### src/rtl/tcycle_scheduler_pkg.sv
// Shared types and sizing helpers for the T-cycle scheduler.
package sched_pkg;

    typedef enum logic [1:0] {
        IDLE,
        RUNNING,
        STEPPING
    } sched_state_t;

    function automatic int cnt_w(input int n);
        return (n > 1) ? $clog2(n) : 1;
    endfunction

endpackage

### src/rtl/tcycle_scheduler_wrap_counter.sv
// Modulo-MAX counter with enable; tc flags the last count value.
import sched_pkg::*;

module wrap_counter #(
    parameter int MAX = 4,
    parameter int W   = cnt_w(MAX)
) (
    input  logic         clk,
    input  logic         rst_n,
    input  logic         en,
    output logic [W-1:0] count,
    output logic         tc
);

    assign tc = (count == W'(MAX - 1));

    always_ff @(posedge clk or negedge rst_n) begin
        if (!rst_n) begin
            count <= '0;
        end else if (en) begin
            count <= tc ? '0 : count + 1'b1;
        end
    end

endmodule

### src/rtl/tcycle_scheduler.sv
// Slices the fabric clock into NUM_SLOTS x SLOT_LEN T-cycles with
// run/halt, single-step, slot masking and double-speed ticks.
import sched_pkg::*;

module tcycle_scheduler #(
    parameter int NUM_SLOTS = 4,
    parameter int SLOT_LEN  = 8,
    parameter int TCOUNT_W  = 32
) (
    input  logic                        clk_in,
    input  logic                        rst_n_in,
    input  logic                        run_in,
    input  logic                        step_in,
    input  logic                        speed2x_in,
    input  logic [NUM_SLOTS-1:0]        slot_en_in,
    output logic [$clog2(NUM_SLOTS)-1:0] slot_out,
    output logic [$clog2(SLOT_LEN)-1:0]  phase_out,
    output logic [NUM_SLOTS-1:0]        tick_out,
    output logic                        tcycle_strobe_out,
    output logic                        mcycle_strobe_out,
    output logic [TCOUNT_W-1:0]         tcount_out,
    output logic                        running_out
);

    localparam int SLOT_W  = cnt_w(NUM_SLOTS);
    localparam int PHASE_W = cnt_w(SLOT_LEN);

    sched_state_t         state;
    sched_state_t         state_nx;
    logic                 running;
    logic                 latch;
    logic                 phase_tc;
    logic                 slot_tc;
    logic                 end_pt;
    logic [SLOT_W-1:0]    slot;
    logic [PHASE_W-1:0]   phase;
    logic [NUM_SLOTS-1:0] slot_en_q;
    logic                 speed2x_q;
    logic [TCOUNT_W-1:0]  tcount;

    assign running = (state != IDLE);
    assign end_pt  = running && phase_tc && slot_tc;

    // Phase is the fast digit; slot advances when phase wraps.
    wrap_counter #(.MAX(SLOT_LEN), .W(PHASE_W)) u_phase (
        .clk   (clk_in),
        .rst_n (rst_n_in),
        .en    (running),
        .count (phase),
        .tc    (phase_tc)
    );

    wrap_counter #(.MAX(NUM_SLOTS), .W(SLOT_W)) u_slot (
        .clk   (clk_in),
        .rst_n (rst_n_in),
        .en    (running && phase_tc),
        .count (slot),
        .tc    (slot_tc)
    );

    always_ff @(posedge clk_in or negedge rst_n_in) begin
        if (!rst_n_in) begin
            state <= IDLE;
        end else begin
            state <= state_nx;
        end
    end

    always_comb begin
        state_nx = state;
        latch    = 1'b0;
        unique case (state)
            IDLE: begin
                if (run_in) begin
                    state_nx = RUNNING;
                    latch    = 1'b1;
                end else if (step_in) begin
                    state_nx = STEPPING;
                    latch    = 1'b1;
                end
            end
            RUNNING: begin
                if (end_pt) begin
                    if (run_in) begin
                        latch = 1'b1;
                    end else begin
                        state_nx = IDLE;
                    end
                end
            end
            STEPPING: begin
                if (end_pt) begin
                    state_nx = IDLE;
                end
            end
            default: state_nx = IDLE;
        endcase
    end

    // Mask and speed are sampled only at T-cycle boundaries.
    always_ff @(posedge clk_in or negedge rst_n_in) begin
        if (!rst_n_in) begin
            slot_en_q <= '0;
            speed2x_q <= 1'b0;
        end else if (latch) begin
            slot_en_q <= slot_en_in;
            speed2x_q <= speed2x_in;
        end
    end

    always_ff @(posedge clk_in or negedge rst_n_in) begin
        if (!rst_n_in) begin
            tcount <= '0;
        end else if (end_pt) begin
            tcount <= tcount + 1'b1;
        end
    end

    always_comb begin
        tick_out = '0;
        for (int s = 0; s < NUM_SLOTS; s++) begin
            tick_out[s] = running && (slot == SLOT_W'(s)) && slot_en_q[s] &&
                ((phase == '0) ||
                 (speed2x_q && (phase == PHASE_W'(SLOT_LEN / 2))));
        end
        tcycle_strobe_out = end_pt;
        mcycle_strobe_out = end_pt && (tcount[1:0] == 2'b11);
        slot_out          = slot;
        phase_out         = phase;
        tcount_out        = tcount;
        running_out       = running;
    end

endmodule

### config.mk
export PLATFORM = sky130hd
export DESIGN_NAME = tcycle_scheduler
export DESIGN_NICKNAME = d
export VERILOG_FILES = /design/src/rtl/tcycle_scheduler_pkg.sv /design/src/rtl/tcycle_scheduler_wrap_counter.sv /design/src/rtl/tcycle_scheduler.sv
export SDC_FILE = /design/constraint.sdc
export NUM_CORES = 1
export LEC_CHECK = 0
export ABC_CLOCK_PERIOD_IN_PS = 2300
export BUFFER_PORTS_ARGS = -buffer_cell sky130_fd_sc_hd__buf_2
export CORE_UTILIZATION = 55
export CTS_BUF_LIST = sky130_fd_sc_hd__clkbuf_8
export CTS_CLUSTER_SIZE = 14
export DETAILED_ROUTE_END_ITERATION = 7
export MAX_ROUTING_LAYER = met4
export PLACE_DENSITY = 0.88
export SYNTH_ARGS = -nofsm -noshare
export SYNTH_HDL_FRONTEND = slang
export SYNTH_SLANG_ARGS = --single-unit
### constraint.sdc
create_clock -name clk_in -period 2.3 [get_ports clk_in]
set_input_delay 0.23 -clock clk_in [delete_from_list [all_inputs] [get_ports clk_in]]
set_output_delay 0.23 -clock clk_in [all_outputs]
set_load 0.02 [all_outputs]
==> results.md <==
- After legalization and detailed placement, the total HPWL measured 3010 um.
- The mean number of vias per cell is 5.37.
- Sequential cells were found to cover 52.5% of the synthesized design area.
- The repair_antennas step left the layout with diodes totalling 0.
- The sum of negative setup slack is 0 ns.
- Along the worst path, the maximum fanout reaches 5.
- The via count of the first global-routing pass is 1536.
- The actual transition at the worst max-transition pin is 0.567 ns.
- The count of hold buffers inserted by post-cts repair is 0.
- The instance count after placement with tap cells included is 289.
- The H-tree was split into 2 levels.
- The number of instances resized during post-cts repair is 0.
- The initial antenna violation count is 0.
- The number of buffers inserted by post-CTS setup repair is 0.
- The pre-antenna-repair detailed-routing pass consisted of 4 iterations.
- Across the run, the number of max-cap violations was 0.
- The first routing iteration left 111 violations.
- The dominant cell type by count on the critical path is ha_1.
- The TritonCTS clock tree is built.
- The final weighted congestion in routability-driven placement is 0.789.
- The number of buffers and inverters on the critical path is 2.
- Setup repair after global routing left no endpoint under its margin.
- The cell with the largest stage delay on the worst path is dfrtp_1.
- Counting flops with an async set or reset pin after synthesis yields a share of 100%.
- The relative slew slack is 61.9%.
- The run finished with clean final reports.
- The number of setup violations in the final report is 0.
- STA puts the critical path data arrival time at 1.75 ns.
- The summed instance area of the synthesized netlist is 2100 sq um.
- After floorplanning, the core was sized to cover 3660 sq um.
- The post-synthesis xor/xnor area fraction is 12.9%.
- The post-route netlist has 29.7% of its cells at a drive strength greater than 1.
- The number of hold violations in the final report is 0.
- By area, the combinational part of the netlist is dominated by simple AND/OR/NAND/NOR gates.
- Synthesis produced 187 cells.
- The share of synthesized area in the top cell type comes to 52.5%.
- The final total power is 1.94 mW.
- After filler insertion, the fill cell instance count of the layout stands at 303.
- Across every metal layer, demand over resource in global routing totals 22.9%.
- The detailed-route wire length is 4150 um.
- Pin placement for this block handled 53 I/O pins.
- Among all flip-flop cells after synthesis, the most frequent one is dfrtp_1.
- The total via count in the routed design is 1594.
- The maximum root-to-sink buffer count is 2.
- The worst setup path is captured at an output pin.
- The path type of the worst min-delay path is input pin to asynchronous set/reset pin.
- The final setup skew is 0.00808 ns.
- The total overflow left after global routing is 0.
- The number of buffers added on ports is 52.
- The synthesized area divided by synthesized cell count is 11.2 sq um.
- The clock sink total is 44.
- Compared with the post-synthesis result, the final layout area differs by 20.3%.
- CTS placed an instance of clkbuf_8 at the clock tree root.
- Sorting the synthesized cells by area gives the leading types as dfrtp_1 (52%), xnor2_1 (11%), ha_1 (4.8%), nand4_1 (4.2%), nand3_1 (3.3%).
- The library cell with the largest summed area after synthesis is dfrtp_1.
- The sort of element at the start of the critical path is a flop.
- At the worst endpoint, the required time is 2.07 ns.
- The wire length per cell is 14.0 um.
- After Yosys synthesis, full adders, half adders and majority gates account for 4.77% of the synthesized area.
- The number of max-slew violations in the final report came to 0.
- The analysis attributes to cell leakage a power of 1.33 nW.
- Measured against the total synthesized area, the mux share comes to 3.22%.
- The distinct cell type count after synthesis is 27.
- The clock edge transition at the registers on the reported setup and hold paths is 0.08 ns.
- The worst path uses 86.3% of the clock period.
- Tracing the worst setup path back leads to its startpoint at u_phase.count[0].
- The worst-skew pair later-pin latency is 0.29 ns.
- The maximum vdd ir drop is 717 uV.
- The areal power density over the cells is 768 nW/um^2.
- Counting I/O delays and the setup requirement, the final critical path takes 1.98 ns.
- The internal reg-to-reg setup slack is 0.33 ns.
- The number of placement rows is 22.
- The count of cells in the finished layout, fillers not included, comes to 297.
- The final layout contains 265 nets.
- Based on the critical path, the design can be clocked at up to 0.504 GHz.
- The initial core utilization is 57.3%.
- The critical path goes through ha_1 > ha_1 > o211ai_2 > inv_1 > and2_1 > buf_2.
- Buffers inserted during clock tree synthesis total 5.
- The largest net degree at the start of global routing is 45.
- The number of nets in the synthesized netlist is 204.
- The post-synthesis simple-gate area fraction is 20.5%.
- The floorplan step set the die width to 63.8 um.
- By count the netlist is led by dfrtp_1 (44), xnor2_1 (26), nand2_1 (14), nand3_1 (14), nand4_1 (14).
- The die covers 4070 sq um.
- The flip-flop and latch count after synthesis is 44.
- The floorplan step set the die height to 63.8 um.
- On the worst path, the slowest cell contributes a delay of 0.40 ns.
- The synthesized netlist devotes 3.58% of its cell area to compound gates.
- The wire length of the first global-routing pass is 7100 um.
- The count of unresolved DRC violations after routing is 0.
- The worst setup path is of the flop to output pin kind.
- Hold timing on the final database bottoms out at a slack of 0.00256 ns.
- The cell family contributing the most delay on the critical path is adder cells.
- The most common cell in the synthesized netlist is dfrtp_1.
- The final antenna-violating net count is 0.
- The worst register-to-register path begins at u_slot.count[0].
- The count of synthesis-stage warnings from yosys is 0.
- Counting flops with a built-in enable in the synthesized netlist gives 0.
## per-stage QoR
stage / util [%] / instance area [sq um] / setup WS, ns
2_1_floorplan: - / 2100 / 0.248
3_5_place_dp: 66.4 / 2430 / 0.387
3_3_place_gp: 66.4 / 2430 / 0.428
5_1_grt: 69.0 / 2520 / 0.206
6_report: 69.0 / 2520 / 0.316
4_1_cts: 69.0 / 2520 / 0.292
## state kept, by name, summed over array words and instances (netlist names)
name and flops:
tcount_out 32, slot_en_q 4, u_phase.count 3, state 2, u_slot.count 2, speed2x_q 1
## worst paths after layout
| kind | endpoint | cells after the start |
|---|---|---|
| max in group asynchronous | tcount_out[9] | 2 |
| worst max register to register | tcount_out[29] | 5 |
| worst min-delay path | tcount_out[20] | 2 |
| min in group clk_in | slot_en_q[2] | 2 |
| worst min register to register | tcount_out[31] | 1 |
| worst max-delay path | mcycle_strobe_out | 6 |
## power breakdown
part	internal, mW	switching [mW]	total [mW]
Clock	0.240	0.249	0.489
Combinational	0.202	0.282	0.484
Sequential	0.879	0.0872	0.966
## worst reg2reg max path: stages, from the launching register on
cell and delay [ns]:
dfrtp_1 0.46, ha_1 0.25, o211ai_2 0.19, nor4_4 0.58
nand4_1 0.21, xnor2_1 0.18
## routing by layer
layer	GRT usage (%)	wire length [um]	vias to the layer above
met1	29.9	1890	777
li1	-	-	772
met4	9.09	61	0
met2	35.6	2060	37
met5	-	0	-
met3	4.11	145	8
## final cells by class
class / count / area, sq um / share of cell area [%]
clock buffers: 6 / 82.6 / 3.27
clock inverters: 2 / 10.0 / 0.396
flip-flops and latches: 44 / 1100 / 43.6
inverters: 10 / 37.5 / 1.49
repair buffers: 56 / 290 / 11.5
well taps: 48 / 60.1 / 2.38
multi-input cells: 131 / 943 / 37.4
## layout by cell type (no fill, tap or decap), types with 3 or more instances in the layout
cell and n:
buf_2 52, dfrtp_1 44, xnor2_1 26, nand2_1 14, nand4_1 14, nand3_1 14
inv_1 10, nor2_1 8, ha_1 8, and3_1 7, mux2_2 6, clkbuf_8 6
o21ai_0 5, xor2_1 5, and2_1 4, nor3_1 4, buf_4 4, a21oi_1 3
and4_1 3
## kinds of logic (layout without fill, tap and decap cells)
group | Yosys count | count (layout)
and+or+nand+nor | 74 | 74
DFF | 44 | 44
xor gates and xnor gates | 31 | 31
AOI/OAI and AO/OA | 12 | 12
buffers and inverters | 12 | 74
adders and majority gates | 8 | 8
muxes | 6 | 6
No activity file was read; power rests on OpenSTA's default activity.
